[config.mk]
export PLATFORM = sky130hd
export DESIGN_NAME = ti_sbox_serial_ctrl
export DESIGN_NICKNAME = d
export VERILOG_FILES = /design/src/rtl/ti_sbox_pkg.sv /design/src/rtl/ti_share_shreg.sv /design/src/rtl/ti_sbox_serial_ctrl.sv
export SDC_FILE = /design/constraint.sdc
export NUM_CORES = 1
export LEC_CHECK = 0
export CAP_MARGIN = 10
export CORE_ASPECT_RATIO = 1.25
export CORE_UTILIZATION = 42
export DETAILED_ROUTE_END_ITERATION = 10
export PLACE_DENSITY_LB_ADDON = 0.12
export SLEW_MARGIN = 20
export SYNTH_ARGS = -nofsm -noshare
export SYNTH_HDL_FRONTEND = slang
export SYNTH_SLANG_ARGS = --single-unit
[constraint.sdc]
create_clock -name clk -period 7.11 [get_ports clk]
set_input_delay 1.422 -clock clk [delete_from_list [all_inputs] [get_ports clk]]
set_output_delay 1.422 -clock clk [all_outputs]
set_load 0.02 [all_outputs]
[src/rtl/ti_sbox_pkg.sv]
// Shared constants, FSM state type and share-nibble packing helpers for the
// serial threshold-implementation S-box controller.
package ti_sbox_pkg;

    localparam int NIB_W  = 4;
    localparam int NSHARE = 2;
    localparam int PACK_W = NIB_W * NSHARE;

    typedef enum logic [1:0] {
        IDLE = 2'd0,
        RUN  = 2'd1,
        DONE = 2'd2
    } state_t;

    // Packing order on the S-box bank interface: {share1 nibble, share0 nibble}.
    function automatic logic [PACK_W-1:0] pack_nib(input logic [NIB_W-1:0] s0,
                                                   input logic [NIB_W-1:0] s1);
        return {s1, s0};
    endfunction

    function automatic logic [NIB_W-1:0] nib_sh0(input logic [PACK_W-1:0] x);
        return x[NIB_W-1:0];
    endfunction

    function automatic logic [NIB_W-1:0] nib_sh1(input logic [PACK_W-1:0] x);
        return x[PACK_W-1:NIB_W];
    endfunction

endpackage

[src/rtl/ti_share_shreg.sv]
// One share of the masked state: parallel load, right shift by one nibble with
// a new top nibble, and a tap on the lowest nibble. Holds when idle.
module ti_share_shreg
    import ti_sbox_pkg::*;
#(
    parameter int NIB = 16
) (
    input  logic                 clk,
    input  logic                 rst,
    input  logic                 load,
    input  logic [NIB*NIB_W-1:0] load_val,
    input  logic                 shift,
    input  logic [NIB_W-1:0]     shift_in,
    output logic [NIB*NIB_W-1:0] q,
    output logic [NIB_W-1:0]     tap
);

    localparam int W = NIB * NIB_W;

    // Load takes priority; otherwise shift right, inserting the new top nibble.
    always_ff @(posedge clk or posedge rst) begin
        if (rst) begin
            q <= '0;
        end else if (load) begin
            q <= load_val;
        end else if (shift) begin
            q <= {shift_in, q[W-1:NIB_W]};
        end
    end

    assign tap = q[NIB_W-1:0];

endmodule

[src/rtl/ti_sbox_serial_ctrl.sv]
// Serial controller for a shared two-stage TI S-box: streams the 2-share
// state one nibble per cycle through the external stage-1 and stage-2 banks,
// with the mandatory register between them, and handles both handshakes.
// Share 0 and share 1 paths never meet inside this block.
module ti_sbox_serial_ctrl
    import ti_sbox_pkg::*;
#(
    parameter int NIB   = 16,
    parameter int CNT_W = 5
) (
    input  logic                 clk,
    input  logic                 rst,
    input  logic                 in_valid,
    output logic                 in_ready,
    input  logic [NIB*NIB_W-1:0] in_sh0,
    input  logic [NIB*NIB_W-1:0] in_sh1,
    output logic [PACK_W-1:0]    st1_x,
    input  logic [PACK_W-1:0]    st1_y,
    output logic [PACK_W-1:0]    st2_x,
    input  logic [PACK_W-1:0]    st2_y,
    output logic                 out_valid,
    input  logic                 out_ready,
    output logic [NIB*NIB_W-1:0] out_sh0,
    output logic [NIB*NIB_W-1:0] out_sh1,
    output logic                 busy
);

    // The drain cycle: NIB+1 shifts in total so the first (garbage) nibble
    // pushed in at the top falls out of the bottom.
    localparam logic [CNT_W-1:0] LAST = CNT_W'(NIB);

    state_t             state;
    logic [CNT_W-1:0]   count;
    logic [PACK_W-1:0]  stage;
    logic [NIB_W-1:0]   tap0;
    logic [NIB_W-1:0]   tap1;
    logic               load;
    logic               shift;

    assign load  = (state == IDLE) && in_valid && in_ready;
    assign shift = (state == RUN);

    // Control FSM with nibble counter; all handshake/status outputs registered.
    always_ff @(posedge clk or posedge rst) begin
        if (rst) begin
            state     <= IDLE;
            count     <= '0;
            in_ready  <= 1'b0;
            busy      <= 1'b0;
            out_valid <= 1'b0;
        end else begin
            case (state)
                IDLE: begin
                    if (in_valid && in_ready) begin
                        state    <= RUN;
                        count    <= '0;
                        in_ready <= 1'b0;
                        busy     <= 1'b1;
                    end else begin
                        in_ready <= 1'b1;
                    end
                end
                RUN: begin
                    count <= count + 1'b1;
                    if (count == LAST) begin
                        state     <= DONE;
                        busy      <= 1'b0;
                        out_valid <= 1'b1;
                    end
                end
                DONE: begin
                    if (out_ready) begin
                        state     <= IDLE;
                        out_valid <= 1'b0;
                        in_ready  <= 1'b1;
                    end
                end
                default: begin
                    state <= IDLE;
                end
            endcase
        end
    end

    // Inter-stage register between the two S-box stages; frozen outside RUN.
    always_ff @(posedge clk or posedge rst) begin
        if (rst) begin
            stage <= '0;
        end else if (shift) begin
            stage <= st1_y;
        end
    end

    ti_share_shreg #(.NIB(NIB)) u_sh0 (
        .clk      (clk),
        .rst      (rst),
        .load     (load),
        .load_val (in_sh0),
        .shift    (shift),
        .shift_in (nib_sh0(st2_y)),
        .q        (out_sh0),
        .tap      (tap0)
    );

    ti_share_shreg #(.NIB(NIB)) u_sh1 (
        .clk      (clk),
        .rst      (rst),
        .load     (load),
        .load_val (in_sh1),
        .shift    (shift),
        .shift_in (nib_sh1(st2_y)),
        .q        (out_sh1),
        .tap      (tap1)
    );

    assign st1_x = pack_nib(tap0, tap1);
    assign st2_x = stage;

endmodule

-- Yosys cells after proc, flatten, opt, wreduce, memory -nomap -nowiden
Cells that the tools add are included.
- muxes and demuxes: 19
- add/subtract/negate cells: 1
- eq/ne operators: 6
- reductions and logical operators: 13
- operator list (cell ; count):
    $mux 64 ; 4
    $pmux 5 s2 ; 1
    $reduce_and 3->1 ; 3
    $reduce_bool 2->1 ; 4
    $mux 1 ; 6
    $mux 2 ; 3
    $pmux 1 s2 ; 3
    $pmux 2 s3 ; 1
    $add 5x1->5 const B ; 1
    $eq 5x5->1 const B ; 1
    $mux 5 ; 1
    $ne 2x1->1 const B ; 2
    $reduce_and 2->1 ; 2
    $logic_and 1x1->1 ; 3
    $eq 2x1->1 const B ; 1
    $eq 2x2->1 const B ; 1
    $logic_not 2->1 ; 1
    $ne 2x2->1 const B ; 1
- output and inout port bits: 147
- word-level logic and storage cells: 47
- register bits after elaboration: 146

-- Longest topological paths before layout
- word-level depth: 4
- depth in mapped cells: 6
- depth with buffers taken out: 5

-- Cells and area by module
A second synthesis with hierarchy kept.
- cell total of the unflattened synthesis: 647
- area total of the unflattened synthesis: 6795.3 um^2
- modules (own cells, without submodules) (module ; instances ; cells each ; area an instance (um^2) ; sequential area each (um^2)):
    ti_share_shreg ; 2 ; 282 ; 3001.6 ; 1601.5
    ti_sbox_serial_ctrl ; 1 ; 83 ; 792.0 ; 450.4

-- Worst setup path after synthesis
OpenSTA, ideal clock, no wires.
- path type: input-to-reg
- from: input port in_valid
- to: register u_sh0.q[42]
- library setup time: 0.124 ns
- stages: 6
- data required time: 6.986 ns
- path slack: 4.790 ns
- arrival time: 2.196 ns
- cell sequence: nor4bb_1 > buf_2 > buf_6 > buf_4 > a22oi_1 > nand2_1
- longest elaborated chain between the ends: 3
- elaborated cells on any way between the ends: 4
- classes of those cells: 1 x mux; 3 x reduce/logical
- ends and longest elaborated chain (what ; line ; source):
    from (decl) ; ti_sbox_serial_ctrl.sv:13 ; input logic in_valid,
    $logic_and 1x1->1 (*) (2 in series) ; ti_sbox_serial_ctrl.sv:40 ; assign load = (state == IDLE) && in_valid && in_ready;
    $mux 64 or $reduce_bool 2->1 (tied branches) ; - ;
    to (signal assigned) ; ti_share_shreg.sv:25 ; q <= load_val;
    to (signal assigned) ; ti_share_shreg.sv:27 ; q <= {shift_in, q[W-1:NIB_W]};
    to (decl) ; ti_share_shreg.sv:14 ; output logic [NIB*NIB_W-1:0] q,
Every way passes the cells marked *; elsewhere a longest branch is shown, timed or not.
A chain may end at the register's enable or synchronous reset.

-- Worst setup path after layout
- from: input port in_valid
- to: register u_sh1.q[52]
- longest elaborated chain between the ends: 3
- elaborated cells on any way between the ends: 4
- classes of those cells: 1 x mux; 3 x reduce/logical
- ends and longest elaborated chain (what ; line):
    $logic_and 1x1->1 (*) (2 in series) ; ti_sbox_serial_ctrl.sv:40
    $mux 64 or $reduce_bool 2->1 (tied branches) ; -
    to (signal assigned) ; ti_share_shreg.sv:25
    to (signal assigned) ; ti_share_shreg.sv:27
    to (decl) ; ti_share_shreg.sv:14
Marked as above.

==> results.yml <==
status:
  outcome: "finished, final reports clean"
drt:
  vias_per_cell: 5.59
  drtAntennaViolNets: 0
  wl_per_cell_um: 18.2
  vias: 6188
  dr.first_iter.drc_count: 635
  firstDrtPassIters: 5
  route.detailed.drc: 0
  drt-total-wl_um: 20100
synthesis:
  syn_inst: 661
  ys_async_sr_fraction: 1.00
  yosysWarnings: 0
  synth_area_leaders: "dfrtp_1 57%, a22oi_1 15%, nand3_1 9.8%"
  synthesis.area_um2: 6410
  synth-edff-count: 0
  synth_top_area_share: 0.570
  avgSynthCellArea_um2: 9.69
  synth_flop_cell: "dfrtp_1"
  synth_top_area_cell: "dfrtp_1"
  ys_ff_latch: 146
  yosysUniqueCellTypes: 24
  synth_nets: 811
  seq_area_frac_synth: 0.570
placement:
  gp_congestion: 0.840
  io_buffers: 294
  hpwl_um: 13200
sta:
  fmax_ghz: 0.288
  final.period_utilization: 0.488
  fin_skew_ps: 8.11
  fin_crit_ps: 3470
  setup_viol: 0
  slew_viol_final: 0
  slew_headroom: 0.344
  fin_tns_setup_ps: 0
  tightest_slew_ps: 985
  final-hold-violation-count: 0
  rsz0062_at_grt: "false"
setup_path:
  critPathLaunchType: "input pin"
  cp.required_ps: 7380
  cp.arrival_ps: 3740
  crit_type: "input pin to register"
  regToRegStartpoint: "state[0]"
  worstRegToRegCells: 4
  rr_endpoint: "u_sh1.q[52]"
  crit_fanout: 77
  reg2reg_slack_ps: 4560
  endpoint_kind: "register"
floorplanning:
  ios: 295
  rows: 50
  dieHeight_um: 140
  chipWidth_um: 112
  die_area_um2: 15800
  initial_core_util: 0.429
  design.core.area_um2: 15000
clock_network:
  cts_tree: "yes"
  htreeDepth: 4
  cts_buffer_depth: 2
  insertion_delay_ps: 400
  cts_resized: 0
  path_clk_slew_ps: 60
  holdBufCountCts: 0
  cts_buffers: 17
  post_cts_buffers: 0
  clkSinkCount: 146
  root_buffer: "clkbuf_16"
finish:
  syn2layout_area_growth_pct: 54.1
  final_common_cell: "clkdlybuf4s50_1"
  final_nets: 1061
  nFillCells: 1237
  final_cell_mix: "294 x clkdlybuf4s50_1, 162 x nand2_1, 146 x dfrtp_1"
  drive_above_1_share: 0.0444
  n_antenna_cell: 0
  utilization: 0.660
pwr:
  power_uw: 4900
  p_leak_uw: 0.00447
  powerDensity_nw_per_um2: 496
  peakVddDrop_mv: 0.353
hold_path:
  min-delay-start: "st2_x[6]"
  hold_class: "register to register"
  hold-path-endpoint: "st2_x[6]"
  hold_depth: 2
global_routing:
  grt_max_degree: 111
  antenna_found_initial: 0
  grt_pass1_wl_um: 32300
  grt_usage: 0.259
  grt_pass1_vias: 6074
  overflow: 0
flow_run:
  drv_cap: 0
per-stage QoR:
step	cell area (um^2)	worst slack, ps	hold WS (ps)	std cells
after floorplan	6410	1770	436	661
after global placement	9310	3320	454	1074
after detailed placement	9310	3240	470	1074
after CTS	9870	3660	486	1106
final	9870	3640	476	1106
after global routing	9870	3490	511	1106
synth_stat cells, types with 3 or more instances:
master and n:
nand2_1 162, dfrtp_1 146, clkbuf_1 16, o21ai_0 4, inv_1 4, nand3_1 125, buf_2 37, a22oi_1 124
buf_4 13, a21oi_1 3, a31oi_1 4, nor2_1 4
per-layer routing:
metal,up-vias,share of wire,track usage
met5,-,0,0
met4,0,0.021,0.0905
met3,24,0.065,0.0675
met2,262,0.51,0.431
met1,3059,0.41,0.328
li1,2843,-,-
area by class of cell:
class / count / area (um^2) / area share
Sequential cell: 146 / 3650 / 0.370
Timing Repair Buffer: 300 / 2990 / 0.303
Multi-Input combinational cell: 442 / 2420 / 0.246
Clock buffer: 20 / 447 / 0.0452
Tap cell: 182 / 228 / 0.0231
Clock inverter: 12 / 109 / 0.0110
Inverter: 4 / 20.0 / 0.00203
flip-flops by register name, indices dropped and copies added (netlist names):
| signal | cells |
|---|---|
| state | 2 |
| out_valid | 1 |
| busy | 1 |
| st2_x | 8 |
| in_ready | 1 |
| u_sh0.q | 64 |
| u_sh1.q | 64 |
| count | 5 |
worst max-delay path by stage:
stage | from | to | slack (ps)
after global placement | in_valid | u_sh0.q[32] | 3320
after global routing | in_valid | u_sh0.q[30] | 3490
after floorplan | rst | busy | 1770
after detailed placement | in_valid | u_sh0.q[31] | 3240
after CTS | in_valid | u_sh1.q[52] | 3660
final | in_valid | u_sh1.q[52] | 3640
critical path, stage by stage:
cell and delay [ps]:
clkdlybuf4s50_1 530, nand4bb_4 750, buf_4 690, nand3_1 210, nand2_1 80
where the power goes:
part	internal (uW)	leakage, uW	switching [uW]	total, uW
clock	491	0.000258	349	840
combinational	1100	0.00242	1360	2460
sequential	1240	0.00178	353	1600
logic make-up after synthesis:
| family | synth area share |
|---|---|
| AO/OA/AOI/OAI | 0.159 |
| AND/OR/NAND/NOR | 0.205 |
| flip-flops | 0.570 |
| adder cells (fa/ha/maj) | 0.00390 |
| multiplexers | 0.00312 |
| buffers and inverters | 0.0588 |
Power figures use the tool's default switching activity.
